--- src/rtl/riscv_instr_issuer.sv ---
// riscv_instr_issuer: buffers a program and replays it one word per clock into the core.
// Define ISSUER_HAZARD_EN to insert NOP bubbles on RAW hazards; otherwise words issue back-to-back.
module riscv_instr_issuer #(
  parameter int DEPTH        = 64,
  parameter int HAZARD_DIST  = 2,
  parameter int DRAIN_CYCLES = 4,
  parameter int AW           = $clog2(DEPTH)
) (
  input  logic          clk,
  input  logic          rst,
  input  logic          clear,
  input  logic          load_valid,
  input  logic [31:0]   load_data,
  output logic          load_ready,
  input  logic          start,
  output logic [31:0]   in_instr,
  output logic          issue_valid,
  output logic [AW-1:0] pc_out,
  output logic          busy,
  output logic          done,
  output logic [15:0]   stall_cnt
);
  localparam logic [31:0] NOP = 32'h0000_0013;
  localparam int          DW  = $clog2(DRAIN_CYCLES + 1);

  typedef enum logic [1:0] {IDLE, RUN, DRAIN} state_t;
  state_t state, state_n;

  logic [31:0]   mem [DEPTH];
  logic [AW:0]   count, count_n;
  logic [AW-1:0] rd_ptr;
  logic [DW-1:0] drain_cnt;
  logic [31:0]   cur;
  logic          accept, hazard, last;

  assign cur        = mem[rd_ptr];
  assign load_ready = (state == IDLE) && (count < (AW+1)'(DEPTH));
  assign accept     = load_ready && load_valid;
  assign count_n    = clear ? '0 : count + (AW+1)'(accept);
  assign last       = ({1'b0, rd_ptr} == count - (AW+1)'(1));
  assign busy       = (state != IDLE);

`ifdef ISSUER_HAZARD_EN
  // hist[0] is the rd of the most recent issue slot; bubbles record x0
  logic [HAZARD_DIST-1:0][4:0] hist;
  logic use1, use2, wr;

  always_comb begin
    use1   = 1'b0;
    use2   = 1'b0;
    wr     = 1'b0;
    hazard = 1'b0;
    case (cur[6:0])
      7'b0110011:                         begin use1 = 1'b1; use2 = 1'b1; wr = 1'b1; end
      7'b1100011, 7'b0100011:             begin use1 = 1'b1; use2 = 1'b1; end
      7'b0010011, 7'b0000011, 7'b1100111: begin use1 = 1'b1; wr = 1'b1; end
      7'b0110111, 7'b0010111, 7'b1101111: wr = 1'b1;
      default: ;
    endcase
    for (int i = 0; i < HAZARD_DIST; i++)
      if (hist[i] != 5'd0 && ((use1 && hist[i] == cur[19:15]) || (use2 && hist[i] == cur[24:20])))
        hazard = 1'b1;
  end

  always_ff @(posedge clk or posedge rst) begin
    if (rst) hist <= '0;
    else if (state == IDLE) hist <= '0;
    else if (state == RUN) begin
      hist[0] <= (!hazard && wr) ? cur[11:7] : 5'd0;
      for (int i = 1; i < HAZARD_DIST; i++) hist[i] <= hist[i-1];
    end
  end
`else
  assign hazard = 1'b0;
`endif

  always_ff @(posedge clk or posedge rst) begin
    if (rst) state <= IDLE;
    else     state <= state_n;
  end

  always_comb begin
    state_n = state;
    case (state)
      IDLE:    if (start && count_n != '0) state_n = RUN;
      RUN:     if (!hazard && last) state_n = DRAIN;
      DRAIN:   if (drain_cnt == DW'(DRAIN_CYCLES)) state_n = IDLE;
      default: state_n = IDLE;
    endcase
  end

  // Buffer storage is not reset; count alone defines valid contents.
  always_ff @(posedge clk) begin
    if (accept) mem[count[AW-1:0]] <= load_data;
  end

  always_ff @(posedge clk or posedge rst) begin
    if (rst) begin
      in_instr    <= NOP;
      issue_valid <= 1'b0;
      pc_out      <= '0;
      done        <= 1'b0;
      stall_cnt   <= '0;
      count       <= '0;
      rd_ptr      <= '0;
      drain_cnt   <= '0;
    end else begin
      in_instr    <= NOP;
      issue_valid <= 1'b0;
      done        <= 1'b0;
      case (state)
        IDLE: begin
          count     <= count_n;
          drain_cnt <= '0;
          if (state_n == RUN) begin
            rd_ptr    <= '0;
            stall_cnt <= '0;
          end
        end
        RUN: begin
          if (hazard) begin
            if (stall_cnt != 16'hFFFF) stall_cnt <= stall_cnt + 16'd1;
          end else begin
            in_instr    <= cur;
            issue_valid <= 1'b1;
            pc_out      <= rd_ptr;
            rd_ptr      <= rd_ptr + AW'(1);
          end
        end
        DRAIN: begin
          drain_cnt <= drain_cnt + DW'(1);
          if (state_n == IDLE) done <= 1'b1;
        end
        default: ;
      endcase
    end
  end
endmodule

--- config.mk ---
export PLATFORM = sky130hd
export DESIGN_NAME = riscv_instr_issuer
export DESIGN_NICKNAME = d
export VERILOG_FILES = /design/src/rtl/riscv_instr_issuer.sv
export SDC_FILE = /design/constraint.sdc
export NUM_CORES = 2
export LEC_CHECK = 0
export CAP_MARGIN = 10
export CORE_UTILIZATION = 28
export CTS_BUF_LIST = sky130_fd_sc_hd__clkbuf_4 sky130_fd_sc_hd__clkbuf_8
export CTS_CLUSTER_SIZE = 28
export DETAILED_ROUTE_END_ITERATION = 10
export RECOVER_POWER = 50
export SYNTH_ARGS = -nofsm -noshare
export SYNTH_HDL_FRONTEND = slang
export SYNTH_SLANG_ARGS = --single-unit
--- constraint.sdc ---
create_clock -name clk -period 3.9 [get_ports clk]
set_clock_uncertainty 0.05 [all_clocks]
set_input_delay 0.78 -clock clk [delete_from_list [all_inputs] [get_ports clk]]
set_output_delay 0.78 -clock clk [all_outputs]
set_load 0.01 [all_outputs]
* Yosys cells after proc, flatten, opt, wreduce, memory -nomap -nowiden *
Memory sizes are Yosys's and may differ from the RTL's.
Cells that the tools add are included.

storage, ports and cells
  memories = 1
  logic and storage cells = 44
  output and inout bits = 58
  bits in writable memories = 2048
  bits of input ports = 37
  flip-flop bits (word level) = 58

memory list
  name  words  width  rd ports  clocked after Yosys merged registers in  wr ports  line  text
  mem   64     32     1         0                                        1         29    logic [31:0] mem [DEPTH];

cells by class
  order comparisons = 1
  add/subtract/negate cells = 4
  multiplexer cells = 14
  reduce and logical (&&, ||, !) cells = 10
  eq/ne operators = 6

operators by type and width
  operator                                               count
  2-to-1 mux 32 bit                                      1
  one-hot mux 6 bit (2 select lines)                     1
  adder 7 x 1 -> 7 bit                                   1
  == test 6 x 7 -> 1 bit                                 1
  < comparator 7 bit, second input constant              1
  2-to-1 mux 7 bit                                       1
  nonzero test 7 bit                                     1
  subtractor 7 x 1 -> 7 bit, second input constant       1
  adder 6 x 1 -> 6 bit, second input constant            1
  2-to-1 mux 2 bit                                       3
  2-to-1 mux 6 bit                                       1
  one-hot mux 2 bit (3 select lines)                     1
  one-hot mux 3 bit (2 select lines)                     1
  nonzero test 2 bit                                     3
  2-to-1 mux 1 bit                                       5
  == test 2 x 1 -> 1 bit, second input constant          2
  zero test 2 bit                                        2
  adder 3 x 1 -> 3 bit, second input constant            1
  == test 3 bit, second input constant                   1
  logical AND 1 bit                                      3
  == test 2 bit, second input constant                   1
  inequality test 2 x 1 -> 1 bit, second input constant  1
  AND reduction 2 bit                                    1

* Depth between registers and ports, before layout *
  word-level depth = 12
  mapped depth = 12
  gate-level depth less buffers = 12

* Least setup slack after synthesis *
Ideal clock, no wire load.

  path type = register -> register
  start = register state[0]
  end = memory mem[38][0] (enable)
  arrival time = 2.876 ns
  setup slack = 0.553 ns
  stages on the path, launching flop included = 7
  library setup time = 0.421 ns
  buffers on the path = 0
  cell sequence = dfrtp_1 or2_2 nor2_1 nand2_1 nor2_1 nand3_1 nor2_1

on the way
  cells in the longest elaborated chain, start to end = 5

RTL lines
  item                                    line  text
  from (decl)                             27    state_t state, state_n;
  from (signal assigned)                  79    else state <= state_n;
  zero test 2 bit                         37    assign load_ready = (state == IDLE) && (count < (AW+1)'(DEPTH));
  logical AND 1 bit                       37
  via load_ready                          14    output logic load_ready,
  logical AND 1 bit                       38    assign accept = load_ready && load_valid;
  2-to-1 mux 1 bit                        94    if (accept) mem[count[AW-1:0]] <= load_data;
  2-to-1 mux 1 bit (implied by the code)  94
  to (decl)                               29

The timed path passes the listed nets, and every way through them passes these cells.

* Worst setup path in the final report *
  start = register rd_ptr[1]
  end = register in_instr[11]

on the way
  cells in the longest elaborated chain, start to end = 2

RTL lines
  item                       line  text
  from (decl)                31    logic [AW-1:0] rd_ptr;
  from (signal assigned)     127   rd_ptr <= rd_ptr + AW'(1);
  memory read (64 x 32 bit)  -
  2-to-1 mux 32 bit          111   case (state)
  to (signal assigned)       124   in_instr <= cur;
  to (decl)                  16    output logic [31:0] in_instr,

No other way between the ends.
A chain may end at the register's enable or synchronous reset.

==> impl_metrics.ini <==
[status]
status = finished with violations
violations = capacitance limit, slew limit

[place]
dpl_cell_area_um2 = 88300
hpwl_um = 139000
place_congestion = 0.838
io_buffers = 78

[pwr]
leakagePower_nw = 28.3
power_frac_seq_pct = 56.2
power_w = 0.0442
vdd_ir_drop_max_mv = 0.337
p_per_area_nw_per_um2 = 466
intPower_w = 0.0352
switching_share_pct = 20.3
power.net_switching_w = 0.00899
pwr-share-clk_pct = 42.8
combPwrFrac_pct = 1.0

[floorplanning]
core_area_um2 = 286000
initial_utilization_pct = 28.2
io_pins = 95
die-area_um2 = 291000
die_height_um = 539
die_w_um = 539
rows = 196

[timing]
setup_violations = 0
drv_slew = 1642
fin_crit_ps = 3710
rsz0062_at_grt = no
fmax_ghz = 0.269
hold_viol = 0
tightest_slew_ps = 3300
slew_headroom_pct = -120
final.setup.tns_ps = 0
fin_crit_sh_pct = 95.2

[clock_network]
cts_hold_buffers = 0
cts_resized = 0
clk_latency_ps = 1070
post_cts_buffers = 0
clkTransAtPathRegs_ps = 60
clock-sinks = 2106
clk_path_buf_depth = 4
tritoncts = built
cts_root_buf = clkbuf_8
h-tree-depth = 5
cts_buffers = 357

[worst_setup_path]
critPathArrivalTime_ps = 4550
crit_type = reg2reg
rrSetupSlack_ps = 190
end_kind = flip-flop
r2r_cells = 5
cp.required_ps = 4740
cp_max_fo = 24
startpoint_type = flip-flop

[route]
wirelength_um = 230000
drc = 0
detail_route.vias_per_cell = 5.01
dr.pass1.iters = 6
wl_per_cell_um = 28.4
vias = 40600
drtIter0Drc = 4964
postRouteAntennaNets = 0

[synthesis]
syn_area_per_cell_um2 = 22.8
ys_ff_latch = 2106
syn_area_um2 = 80800
yosysWarnings = 0
syn_inst = 3552
synth_edf_count = 2048
async_flop_share_pct = 2.75
yosysSeqAreaShare_pct = 77.9
yosys.cell_types.count = 57
ys.flop_type = edfxtp_1

[grt]
globalRouteOverflowTotal = 0
antenna_found_initial = 27
grt_max_degree = 65
grt_busiest_layer = met2
grt_use_met2_pct = 24.2
grt_use_met3_pct = 4.40
use_met1_pct = 21.0
grt_pass1_vias = 40700
grt_pass1_wl_um = 319000
track_usage_pct = 15.5

[job]
drv_cap = 40

[worst_hold_path]
hold_class = reg2reg
whs_path_depth = 2

[layout]
drive_gt1_share_pct = 32.2
layout.nets = 4113
final_common_cell = edfxtp_1
fin_util_pct = 33.1
final_cell_mix = 2048 x edfxtp_1, 533 x mux4_2, 374 x clkbuf_8
stdcell_area_um2 = 94800
synthToLayoutAreaGrowth_pct = 17.4
fillCellCount = 26700
-- area by class of cell --
cell class	count	area, um^2	area share (%)
diodes	12	30.0	0.0317
clock buffers	499	6090	6.42
multi-input cells	1247	17200	18.1
inverters	10	38.8	0.0409
clock inverters	119	641	0.675
flip-flops and latches	2106	63000	66.4
well taps	3762	4710	4.96
repair buffers	347	3210	3.38
-- state kept, by name, summed over array words and instances, names as in the netlist --
signal       count
count            7
done             1
drain_cnt        3
in_instr        32
issue_valid      1
mem           2048
pc_out           6
rd_ptr           6
state            2
-- worst paths after layout --
kind                           start           end
setup / recovery           rd_ptr[1]  in_instr[11]
hold / removal             pc_out[1]     pc_out[1]
setup reg to reg           rd_ptr[1]  in_instr[11]
hold reg to reg            pc_out[1]     pc_out[1]
max in group asynchronous        rst  in_instr[23]
min in group asynchronous        rst  in_instr[17]
-- Yosys cell counts, drive strengths merged (11+ instances only) --
master / count / area (um^2)
edfxtp: 2048 / 61500
mux4: 533 / 12000
mux2i: 154 / 1540
buf: 149 / 988
nor2: 102 / 383
nand2: 92 / 345
clkbuf: 55 / 206
dfrtp: 55 / 1380
o21ai: 50 / 250
a21oi: 46 / 230
a211oi: 30 / 225
o22ai: 26 / 163
nor2b: 25 / 156
a22oi: 19 / 143
nand3: 18 / 90.1
nor3: 14 / 70.1
o221ai: 14 / 123
mux2: 12 / 135
nand2b: 11 / 68.8
-- metal layers --
| metal | vias to the layer above | wire length (um) |
|---|---|---|
| li1 | 16100 | - |
| met1 | 21800 | 92400 |
| met5 | - | 127 |
| met2 | 2179 | 106000 |
| met4 | 22 | 7350 |
| met3 | 424 | 24000 |
-- critical path: stages, from the launching register on --
cell and delay, ps:
dfrtp_4 750, clkbuf_1 1340, mux4_2 440, mux2i_1 430, a22oi_1 210, a31o_2 330
-- metrics by stage --
step,cells,worst slack [ps],hold slack (ps)
final,8102,189,430
after global routing,8095,95.5,475
after CTS,8090,244,162
after detailed placement,7472,429,426
after global placement,7472,478,418
after floorplan,3567,553,428
-- power groups by stage --
stage / registers [W] / logic [W] / clock network, W
6_report: 0.0249 / 0.000431 / 0.0189
5_1_grt: 0.0248 / 0.000464 / 0.0201
4_1_cts: 0.0248 / 0.000460 / 0.0192
3_5_place_dp: 0.0253 / 0.000461 / 0
3_3_place_gp: 0.0253 / 0.000434 / 0
2_1_floorplan: 0.0253 / 0.0000285 / 0
-- cell families after synthesis --
family	after synthesis	share of synthesized area, %
other	1	0.00464
AOI/OAI and AO/OA	232	1.87
muxes	699	16.9
adders and majority gates	7	0.108
buffers and inverters	214	1.52
xor gates and xnor gates	11	0.119
and+or+nand+nor	282	1.55
DFF	2106	77.9
No activity file was read; power rests on OpenSTA's default activity.
